<file path="src/rtl/ip_seq_ctrl.sv">
// ip_seq_ctrl: job sequencer for the 32-word AXI4-Stream buffer IP.
// Accepts LOAD / UNLOAD / SHUTDOWN jobs, walks the IP through enable, first
// load, DMA_VALID re-arm and command pulses, and counts stream beats to detect
// block completion.
// Optional feature: define IP_SEQ_WDOG_EN to build the beat watchdog.
// Ports:
//   clk, rst (async, active-high)
//   cmd_valid, cmd_op[1:0], cmd_ready     : job request handshake
//   done, err, err_code[1:0], busy        : job status
//   blk_cnt[15:0]                         : completed job count (wraps)
//   ip_en, ip_dma_valid, ip_command[1:0]  : IP control pins
//   s_beat, m_beat, m_last                : IP stream handshakes
module ip_seq_ctrl #(
    parameter int unsigned BLOCK_LEN  = 32,
    parameter int unsigned HS_CYC     = 2,
    parameter int unsigned SETTLE_CYC = 2,
    parameter int unsigned WDOG_CYC   = 4096
) (
    input  logic        clk,
    input  logic        rst,
    input  logic        cmd_valid,
    input  logic [1:0]  cmd_op,
    output logic        cmd_ready,
    output logic        done,
    output logic        err,
    output logic [1:0]  err_code,
    output logic        busy,
    output logic [15:0] blk_cnt,
    output logic        ip_en,
    output logic        ip_dma_valid,
    output logic [1:0]  ip_command,
    input  logic        s_beat,
    input  logic        m_beat,
    input  logic        m_last
);
    localparam int unsigned CNT_W     = $clog2(BLOCK_LEN) + 1;
    localparam int unsigned TMR_MAX_A = (WDOG_CYC > HS_CYC) ? WDOG_CYC : HS_CYC;
    localparam int unsigned TMR_MAX_B = (TMR_MAX_A > SETTLE_CYC) ? TMR_MAX_A : SETTLE_CYC;
    localparam int unsigned TMR_MAX   = (TMR_MAX_B > 2) ? TMR_MAX_B : 2;
    localparam int unsigned TMR_W     = $clog2(TMR_MAX) + 1;

    localparam logic [1:0] OP_LOAD    = 2'd1;
    localparam logic [1:0] OP_UNLOAD  = 2'd2;
    localparam logic [1:0] OP_SHUT    = 2'd3;
    localparam logic [1:0] EC_ILLEGAL = 2'd1;
    localparam logic [1:0] EC_TLAST   = 2'd2;
`ifdef IP_SEQ_WDOG_EN
    localparam logic [1:0] EC_WDOG    = 2'd3;
`endif

    typedef enum logic [3:0] {
        S_OFF, S_BOOT, S_READY, S_ISSUE, S_RUN, S_HS_LO, S_HS_HI, S_DOWN, S_ABORT
    } state_t;

    state_t             state_q, state_d;
    logic [CNT_W-1:0]   cnt_q, cnt_d, cnt_nx;
    logic [TMR_W-1:0]   tmr_q, tmr_d, tmr_inc;
    logic [1:0]         op_q, op_d;
    logic               job_err_q, job_err_d;
    logic               done_q, done_d;
    logic               err_q, err_d;
    logic [1:0]         err_code_q, err_code_d;
    logic [15:0]        blk_cnt_q, blk_cnt_d;
    logic               cmd_ready_q, cmd_ready_d;
    logic               busy_q, busy_d;
    logic               ip_en_q, ip_en_d;
    logic               ip_dma_valid_q, ip_dma_valid_d;
    logic [1:0]         ip_command_q, ip_command_d;
    logic               accept_c;
    logic               beat_c;

    // State and registered outputs
    always_ff @(posedge clk or posedge rst) begin
        if (rst) begin
            state_q        <= S_OFF;
            cnt_q          <= '0;
            tmr_q          <= '0;
            op_q           <= '0;
            job_err_q      <= 1'b0;
            done_q         <= 1'b0;
            err_q          <= 1'b0;
            err_code_q     <= '0;
            blk_cnt_q      <= '0;
            cmd_ready_q    <= 1'b1;
            busy_q         <= 1'b0;
            ip_en_q        <= 1'b0;
            ip_dma_valid_q <= 1'b0;
            ip_command_q   <= '0;
        end else begin
            state_q        <= state_d;
            cnt_q          <= cnt_d;
            tmr_q          <= tmr_d;
            op_q           <= op_d;
            job_err_q      <= job_err_d;
            done_q         <= done_d;
            err_q          <= err_d;
            err_code_q     <= err_code_d;
            blk_cnt_q      <= blk_cnt_d;
            cmd_ready_q    <= cmd_ready_d;
            busy_q         <= busy_d;
            ip_en_q        <= ip_en_d;
            ip_dma_valid_q <= ip_dma_valid_d;
            ip_command_q   <= ip_command_d;
        end
    end

    // Next state, beat/phase counters and status events
    always_comb begin
        state_d    = state_q;
        cnt_d      = cnt_q;
        tmr_d      = tmr_q;
        op_d       = op_q;
        job_err_d  = job_err_q;
        done_d     = 1'b0;
        err_d      = 1'b0;
        err_code_d = err_code_q;
        blk_cnt_d  = blk_cnt_q;
        accept_c   = cmd_valid && cmd_ready_q;

        // Only the beat belonging to the active transfer is counted
        beat_c = 1'b0;
        if (state_q == S_BOOT) begin
            beat_c = s_beat;
        end else if (state_q == S_RUN) begin
            beat_c = (op_q == OP_UNLOAD) ? m_beat : s_beat;
        end
        cnt_nx  = cnt_q + CNT_W'(beat_c);
        tmr_inc = tmr_q + TMR_W'(1);

        case (state_q)
            S_OFF: begin
                if (accept_c) begin
                    if (cmd_op == OP_LOAD) begin
                        state_d   = S_BOOT;
                        cnt_d     = '0;
                        tmr_d     = '0;
                        job_err_d = 1'b0;
                    end else begin
                        err_d      = 1'b1;
                        err_code_d = EC_ILLEGAL;
                    end
                end
            end
            S_BOOT: begin
                cnt_d = cnt_nx;
`ifdef IP_SEQ_WDOG_EN
                tmr_d = beat_c ? '0 : tmr_inc;
`endif
                if (cnt_nx == CNT_W'(BLOCK_LEN)) begin
                    state_d = S_HS_LO;
                    tmr_d   = '0;
                end
`ifdef IP_SEQ_WDOG_EN
                else if (!beat_c && tmr_inc == TMR_W'(WDOG_CYC)) begin
                    state_d    = S_ABORT;
                    tmr_d      = '0;
                    err_d      = 1'b1;
                    err_code_d = EC_WDOG;
                end
`endif
            end
            S_READY: begin
                if (accept_c) begin
                    case (cmd_op)
                        OP_LOAD, OP_UNLOAD: begin
                            state_d   = S_ISSUE;
                            op_d      = cmd_op;
                            job_err_d = 1'b0;
                            cnt_d     = '0;
                        end
                        OP_SHUT: begin
                            state_d = S_DOWN;
                            tmr_d   = '0;
                        end
                        default: begin
                            err_d      = 1'b1;
                            err_code_d = EC_ILLEGAL;
                        end
                    endcase
                end
            end
            S_ISSUE: begin
                state_d = S_RUN;
                cnt_d   = '0;
                tmr_d   = '0;
            end
            S_RUN: begin
                cnt_d = cnt_nx;
`ifdef IP_SEQ_WDOG_EN
                tmr_d = beat_c ? '0 : tmr_inc;
`endif
                // tlast must coincide exactly with the final beat of an unload
                if (op_q == OP_UNLOAD && beat_c && m_last && cnt_nx != CNT_W'(BLOCK_LEN)) begin
                    state_d    = S_HS_LO;
                    tmr_d      = '0;
                    err_d      = 1'b1;
                    err_code_d = EC_TLAST;
                    job_err_d  = 1'b1;
                end else if (cnt_nx == CNT_W'(BLOCK_LEN)) begin
                    state_d = S_HS_LO;
                    tmr_d   = '0;
                    if (op_q == OP_UNLOAD && !m_last) begin
                        err_d      = 1'b1;
                        err_code_d = EC_TLAST;
                        job_err_d  = 1'b1;
                    end
                end
`ifdef IP_SEQ_WDOG_EN
                else if (!beat_c && tmr_inc == TMR_W'(WDOG_CYC)) begin
                    state_d    = S_ABORT;
                    tmr_d      = '0;
                    err_d      = 1'b1;
                    err_code_d = EC_WDOG;
                end
`endif
            end
            S_HS_LO: begin
                if (tmr_q == TMR_W'(HS_CYC - 1)) begin
                    state_d = S_HS_HI;
                    tmr_d   = '0;
                end else begin
                    tmr_d = tmr_inc;
                end
            end
            S_HS_HI: begin
                if (tmr_q == TMR_W'(SETTLE_CYC - 1)) begin
                    state_d   = S_READY;
                    tmr_d     = '0;
                    done_d    = !job_err_q;
                    // The IP block slot is consumed even when the job errored
                    blk_cnt_d = blk_cnt_q + 16'd1;
                end else begin
                    tmr_d = tmr_inc;
                end
            end
            S_DOWN: begin
                if (tmr_q == TMR_W'(1)) begin
                    state_d = S_OFF;
                    tmr_d   = '0;
                    done_d  = 1'b1;
                end else begin
                    tmr_d = tmr_inc;
                end
            end
            S_ABORT: begin
                if (tmr_q == TMR_W'(1)) begin
                    state_d = S_OFF;
                    tmr_d   = '0;
                end else begin
                    tmr_d = tmr_inc;
                end
            end
            default: begin
                state_d = S_OFF;
            end
        endcase
    end

    // Pin and status decode from the upcoming state, registered above
    always_comb begin
        cmd_ready_d    = (state_d == S_OFF) || (state_d == S_READY);
        busy_d         = !((state_d == S_OFF) || (state_d == S_READY));
        ip_en_d        = 1'b0;
        ip_dma_valid_d = 1'b0;
        ip_command_d   = '0;
        case (state_d)
            S_BOOT, S_READY, S_RUN, S_HS_HI: begin
                ip_en_d        = 1'b1;
                ip_dma_valid_d = 1'b1;
            end
            S_ISSUE: begin
                ip_en_d        = 1'b1;
                ip_dma_valid_d = 1'b1;
                ip_command_d   = op_d;
            end
            S_HS_LO: begin
                ip_en_d = 1'b1;
            end
            default: begin
                ip_en_d        = 1'b0;
                ip_dma_valid_d = 1'b0;
            end
        endcase
    end

    assign cmd_ready    = cmd_ready_q;
    assign done         = done_q;
    assign err          = err_q;
    assign err_code     = err_code_q;
    assign busy         = busy_q;
    assign blk_cnt      = blk_cnt_q;
    assign ip_en        = ip_en_q;
    assign ip_dma_valid = ip_dma_valid_q;
    assign ip_command   = ip_command_q;

endmodule

</file>
<file path="config.mk">
export PLATFORM = sky130hd
export DESIGN_NAME = ip_seq_ctrl
export DESIGN_NICKNAME = d
export VERILOG_FILES = /design/src/rtl/ip_seq_ctrl.sv
export SDC_FILE = /design/constraint.sdc
export NUM_CORES = 1
export LEC_CHECK = 0
export CAP_MARGIN = 20
export CORE_MARGIN = 8
export CORE_UTILIZATION = 60
export CTS_BUF_LIST = sky130_fd_sc_hd__clkbuf_4
export CTS_CLUSTER_SIZE = 16
export DETAILED_ROUTE_END_ITERATION = 16
export DONT_BUFFER_PORTS = 1
export HOLD_SLACK_MARGIN = 0.02
export MAX_ROUTING_LAYER = met4
export PLACE_DENSITY = 0.87
export REMOVE_ABC_BUFFERS = 1
export SETUP_SLACK_MARGIN = 0.05
export SLEW_MARGIN = 20
export SYNTH_ARGS = -nofsm -noshare
export SYNTH_HDL_FRONTEND = slang
export SYNTH_SLANG_ARGS = --single-unit
</file>
<file path="constraint.sdc">
create_clock -name clk -period 9.35 [get_ports clk]
set_input_delay 1.87 -clock clk [delete_from_list [all_inputs] [get_ports clk]]
set_output_delay 1.87 -clock clk [all_outputs]
set_load 0.005 [all_outputs]
</file>
==> results of run 1 <==
==> routing by layer <==
layer  vias up  part of all wire [%]  track usage (%)
li1       1069                     -                -
met1      1113                    42             20.7
met2        55                    51             28.8
met3         4                   5.8             3.86
met4         0                   1.2             6.69
met5         -                     0                -
==> area by class of cell <==
class / count / share of cell area [%]
Clock buffer: 5 / 1.26
Clock inverter: 3 / 1.55
Inverter: 12 / 1.55
Multi-Input combinational cell: 217 / 49.7
Sequential cell: 52 / 43.6
Tap cell: 54 / 2.26
==> state kept, by name, summed over array words and instances, names as in the netlist <==
register and cells:
blk_cnt 16, tmr_q 13, cnt_q 6, state_q 4, err_code 2, ip_command 2
op_q 2, busy 1, cmd_ready 1, done 1, err 1, ip_dma_valid 1
ip_en 1, job_err_q 1
==> worst paths after layout <==
path / from / depth (start not counted) / endpoint
max in group asynchronous: rst / 1 / cnt_q[0]
min reg2reg: err_code[1] / 2 / err_code[1]
min in group asynchronous: rst / 1 / blk_cnt[3]
max: s_beat / 9 / tmr_q[8]
max reg2reg: state_q[1] / 10 / tmr_q[8]
min: err_code[1] / 2 / err_code[1]
==> worst max-delay path, cell delays in order <==
cell and delay (ns):
a21bo_2 0.16, a21oi_1 0.08, ha_1 0.24, ha_1 0.25, or3_1 0.39, a311o_1 0.32
a21oi_1 0.18, o32a_1 0.51, a31oi_1 0.17
==> cell families (layout without fill, tap and decap cells) <==
| logic type | after synthesis | count (layout) | synth area share, % |
|---|---|---|---|
| multiplexers | 7 | 7 | 2.60 |
| AND/OR/NAND/NOR | 121 | 121 | 25.1 |
| XOR/XNOR | 18 | 18 | 5.46 |
| AO/OA/AOI/OAI | 63 | 63 | 14.8 |
| flip-flops | 52 | 52 | 45.1 |
| adder cells (fa/ha/maj) | 8 | 8 | 3.47 |
| buffers and inverters | 23 | 20 | 3.43 |
==> power by group <==
group	switching, mW	total, mW	internal, mW
combinational	0.00553	0.00678	0.00126
clock	0.0751	0.132	0.0572
sequential	0	0.225	0.225
==> cell usage in the layout, fill, tap and decap left out, drive strengths merged, types with 2 or more instances in the layout <==
| cell type | Yosys | final |
|---|---|---|
| a211o | 2 | 2 |
| a21oi | 14 | 14 |
| a22o | 2 | 2 |
| a31oi | 11 | 11 |
| a41oi | 3 | 3 |
| and2 | 2 | 2 |
| and3 | 5 | 5 |
| and4 | 2 | 2 |
| clkbuf | 5 | 5 |
| dfrtp | 51 | 51 |
| ha | 8 | 8 |
| inv | 12 | 12 |
| mux2 | 4 | 4 |
| mux2i | 3 | 3 |
| nand2 | 23 | 23 |
| nand2b | 5 | 5 |
| nand3 | 14 | 14 |
| nand4 | 9 | 9 |
| nand4b | 2 | 2 |
| nor2 | 16 | 16 |
| nor2b | 8 | 8 |
| nor3 | 5 | 5 |
| nor4 | 6 | 6 |
| nor4b | 3 | 3 |
| nor4bb | 3 | 3 |
| o211ai | 2 | 2 |
| o21ai | 12 | 12 |
| o22ai | 4 | 4 |
| o31ai | 2 | 2 |
| or2 | 4 | 4 |
| or3 | 8 | 8 |
| xnor2 | 11 | 11 |
| xor2 | 7 | 7 |
==> results_dict.tcl, run 1 <==
set metrics [dict create \
    initial_core_util_pct 61.5 \
    track_usage_pct 17.6 \
    syn_area_per_cell_um2 9.88 \
    peakVddDrop_v 0.0000681 \
    num_antenna_cells 0 \
    vias_per_cell 6.53 \
    drtIter0Drc 154 \
    async_reset_ff_share_pct 100 \
    min_period_ns 3.94 \
    cts_hold_buffers 0 \
    grt_remaining_overflow 0 \
    dp_hpwl_um 4290 \
    status "finished clean" \
    hold_viol_final 0 \
    grt_pass1_wl_um 10200 \
    die_y_um 85.3 \
    grt_max_degree 53 \
    grt_pass1_vias 2191 \
    tightest_slew_ns 0.881 \
    postCtsSetupRepairBufs 0 \
    cts_buffers 5 \
    clock_sinks 52 \
    setup_viol 0 \
    syn_inst 292 \
    design_area_um2 2980 \
    synth_cell_type_count 60 \
    power_density_nw_per_um2 122 \
    slew_violations 0 \
    num_rows 25 \
    area_growth_pct 3.43 \
    routabilityCongestion 0.881 \
    worst_setup_path_start_kind "input pin" \
    synth_area_leaders "dfrtp_1 (44%), ha_1 (3.5%), xnor2_1 (3.3%), nand2_1 (3.0%), a21oi_1 (2.4%)" \
    final_cells 343 \
    synthFlopType "dfrtp_1" \
    endpoint_kind "register" \
    r2r_slack_ns 5.64 \
    cts_tree "built" \
    finalClockSkew_ns 0.0116 \
    place_worst_setup_slack_ns 5.00 \
    vias 2241 \
    ctsHtreeMaxLevel 2 \
    grt_antenna_before_repair 0 \
    timing.max_slew.rel_slack_pct 41.2 \
    first_pass_iters 4 \
    yosysSeqAreaShare_pct 45.1 \
    ff_latch_area_um2 1300 \
    path_max_fanout 13 \
    nNetsFinal 304 \
    maxCapViolations 0 \
    synth_top_area_share_pct 44.2 \
    yosys-top-cells-count "dfrtp_1 (51), nand2_1 (23), nor2_1 (16), a21oi_1 (14), nand3_1 (14)" \
    wl_per_cell_um 17.4 \
    core-area_um2 4690 \
    cts.repair.resized 0 \
    drive_above_1_share_pct 10.0 \
    io-pin-count 34 \
    grt_setup_unrepaired "false" \
    synth_edf_count 0 \
    drtAntennaViolNets 0 \
    crit_arrival_ns 4.18 \
    yosys_register_bits 52 \
    fmaxAchievable_mhz 254 \
    yosysWarnings 0 \
    fin_crit_sh_pct 42.1 \
    multi_input_area_um2 1480 \
    netlist_area_um2 2890 \
    fillers 374 \
    dp.cells 335 \
    dieArea_um2 7280 \
    hold_ws_ns 0.519 \
    drc 0 \
    portBuffers 0 \
    yosysMostFrequentCell "dfrtp_1" \
    totalWireLength_um 5980 \
    worstPathRequired_ns 9.60 \
    dpl_cell_area_um2 2900 \
    clkTransAtPathRegs_ns 0.16 \
    cts_buffer_depth 2 \
    setup_tns_ns 0 \
    fin_util_pct 63.6 \
    clock_latency_ns 0.38 \
    synth_top_area_cell "dfrtp_1" \
    crit_type "in2reg" \
    die_w_um 85.3 \
    setup_ws_ns 5.41 \
    p_total_uw 364 \
    clock_tree.root_cell "clkbuf_4" \
    min_path_type "reg2reg" \
    leakagePower_nw 1.33 \
]
No activity file was read; power rests on OpenSTA's default activity.
==> run 2: changes to the inputs <==
--- a/config.mk
+++ b/config.mk
@@ -7,14 +7,14 @@
 export LEC_CHECK = 0
 export CAP_MARGIN = 20
 export CORE_MARGIN = 8
-export CORE_UTILIZATION = 60
+export CORE_UTILIZATION = 59
 export CTS_BUF_LIST = sky130_fd_sc_hd__clkbuf_4
 export CTS_CLUSTER_SIZE = 16
 export DETAILED_ROUTE_END_ITERATION = 16
 export DONT_BUFFER_PORTS = 1
 export HOLD_SLACK_MARGIN = 0.02
 export MAX_ROUTING_LAYER = met4
-export PLACE_DENSITY = 0.87
+export PLACE_DENSITY = 0.89
 export REMOVE_ABC_BUFFERS = 1
 export SETUP_SLACK_MARGIN = 0.05
 export SLEW_MARGIN = 20
==> constraint.sdc (replaced) <==
create_clock -name clk -period 3.3 [get_ports clk]
set_input_delay 0.66 -clock clk [delete_from_list [all_inputs] [get_ports clk]]
set_output_delay 0.66 -clock clk [all_outputs]
set_load 0.005 [all_outputs]
==> run 2 against run 1 <==
  * Die area rose by 1.4%
  * Global-route usage rose by 0.81 points
  * Design area rose by 7.8%
  * Core utilization rose by 4.5 points
  * Cell count rose by 6.4%
  * Hold slack got worse by 0.22 ns
  * Via count rose by 5.8%
  * Sequential share of layout area fell by 3.2 points
  * Critical path type is now reg2reg
==> results_dict.tcl, run 2 (synthesis results as in run 1) <==
set metrics [dict create \
    clock_tree.root_cell "clkbuf_4" \
    die_y_um 85.9 \
    dieArea_um2 7380 \
    final_cells 365 \
    setup_tns_ns 0 \
    core-area_um2 4720 \
    grt_pass1_wl_um 10700 \
    vias 2370 \
    largest_reg_flops 16 \
    area_growth_pct 11.5 \
    peakVddDrop_v 0.000383 \
    drtIter0Drc 173 \
    hold_viol_final 0 \
    status "finished clean" \
    path_max_fanout 6 \
    num_antenna_cells 0 \
    totalWireLength_um 6830 \
    endpoint_kind "register" \
    track_usage_pct 18.4 \
    drive_above_1_share_pct 17.4 \
    cts_buffer_depth 2 \
    power_density_nw_per_um2 364 \
    finalClockSkew_ns 0.00849 \
    worst_setup_path_start_kind "register" \
    ff_latch_area_um2 1300 \
    cts_buffers 5 \
    maxCapViolations 0 \
    first_pass_iters 5 \
    clock_latency_ns 0.37 \
    wl_per_cell_um 18.7 \
    clkTransAtPathRegs_ns 0.15 \
    vias_per_cell 6.49 \
    drc 0 \
    routabilityCongestion 0.824 \
    crit_type "reg2reg" \
    portBuffers 0 \
    slew_violations 0 \
    fin_crit_sh_pct 98.5 \
    final_common_cell "dfrtp_1" \
    dpl_cell_area_um2 2980 \
    fillers 345 \
    clock_sinks 52 \
    fmaxAchievable_mhz 308 \
    min_period_ns 3.25 \
    setup_ws_ns 0.0482 \
    dp_hpwl_um 4450 \
    cts_tree "built" \
    multi_input_area_um2 1580 \
    die_w_um 85.9 \
    tightest_slew_ns 0.869 \
    grt_antenna_before_repair 0 \
    min_path_type "in2async" \
    io-pin-count 34 \
    leakagePower_nw 1.39 \
    num_rows 25 \
    ctsHtreeMaxLevel 2 \
    place_worst_setup_slack_ns 0.0460 \
    setup_viol 0 \
    timing.max_slew.rel_slack_pct 42.0 \
    mostFrequentLayoutCells "dfrtp_1 (51), nand2_1 (23), nor2_1 (16)" \
    grt_pass1_vias 2224 \
    worstPathRequired_ns 3.58 \
    drtAntennaViolNets 0 \
    crit_arrival_ns 3.53 \
    grt_max_degree 53 \
    design_area_um2 3220 \
    initial_core_util_pct 61.1 \
    dp.cells 355 \
    nNetsFinal 313 \
    grt_remaining_overflow 0 \
]
[run 2: changes by cell type in the layout (fill, tap and decap cells not counted), sizes merged]
cell	change
inv	-1
buf	+9
bufinv	+2
clkinvlp	-1
[run 2: critical path, stage by stage (launching register included)]
cell	delay [ns]
dfrtp_1	0.43
or4b_4	0.58
nand3_2	0.10
a21oi_2	0.07
ha_2	0.23
ha_4	0.18
or3_1	0.36
a311o_2	0.47
a211oi_4	0.32
or3_4	0.20
and4bb_2	0.23
[run 2: stage by stage]
stage	hold WS, ns	utilization [%]	total power [mW]
finish	0.301	68.1	1.17
CTS	0.422	66.1	1.18
detailed placement	0.496	63.1	0.669
global placement	0.486	63.1	0.669
floorplan	0.459	-	0.665
global route	0.357	68.1	1.20
[run 2: routing by layer]
layer | GRT usage (%) | vias to the layer above | wire length (um)
met3 | 5.35 | 16 | 609
met1 | 21.9 | 1147 | 2790
met5 | - | - | 0
li1 | - | 1082 | -
met2 | 28.6 | 125 | 3230
met4 | 7.32 | 0 | 189
[run 2: final cells by class]
type / count / share of cell area (%)
repair buffers: 9 / 2.49
multi-input cells: 217 / 49.0
clock buffers: 5 / 1.17
well taps: 67 / 2.60
clock inverters: 3 / 2.80
inverters: 12 / 1.44
flip-flops and latches: 52 / 40.5
[run 2: report_power, final]
group	total, mW	switching [mW]	internal (mW)
combinational	0.0191	0.0156	0.00348
clock	0.514	0.202	0.312
sequential	0.637	0	0.637
[run 2: final timing paths]
path | slack (ns) | startpoint | to | cells past startpoint
setup / recovery | 0.05 | state_q[3] | ip_command[1] | 10
hold reg to reg | 0.51 | err_code[1] | err_code[1] | 2
hold / removal | 0.30 | rst | tmr_q[9] | 1
setup reg to reg | 0.05 | state_q[3] | ip_command[1] | 10
min in group clk | 0.45 | cmd_op[1] | op_q[1] | 1
max in group asynchronous | 2.50 | rst | tmr_q[1] | 1
[run 2: timing repair]
item / CTS / global route
hold buffers: 0 / 0
pin swaps: 2 / 8
gates resized for setup: 4 / 15
endpoints found under the setup margin: 4 / 22
buffers inserted: 0 / 2
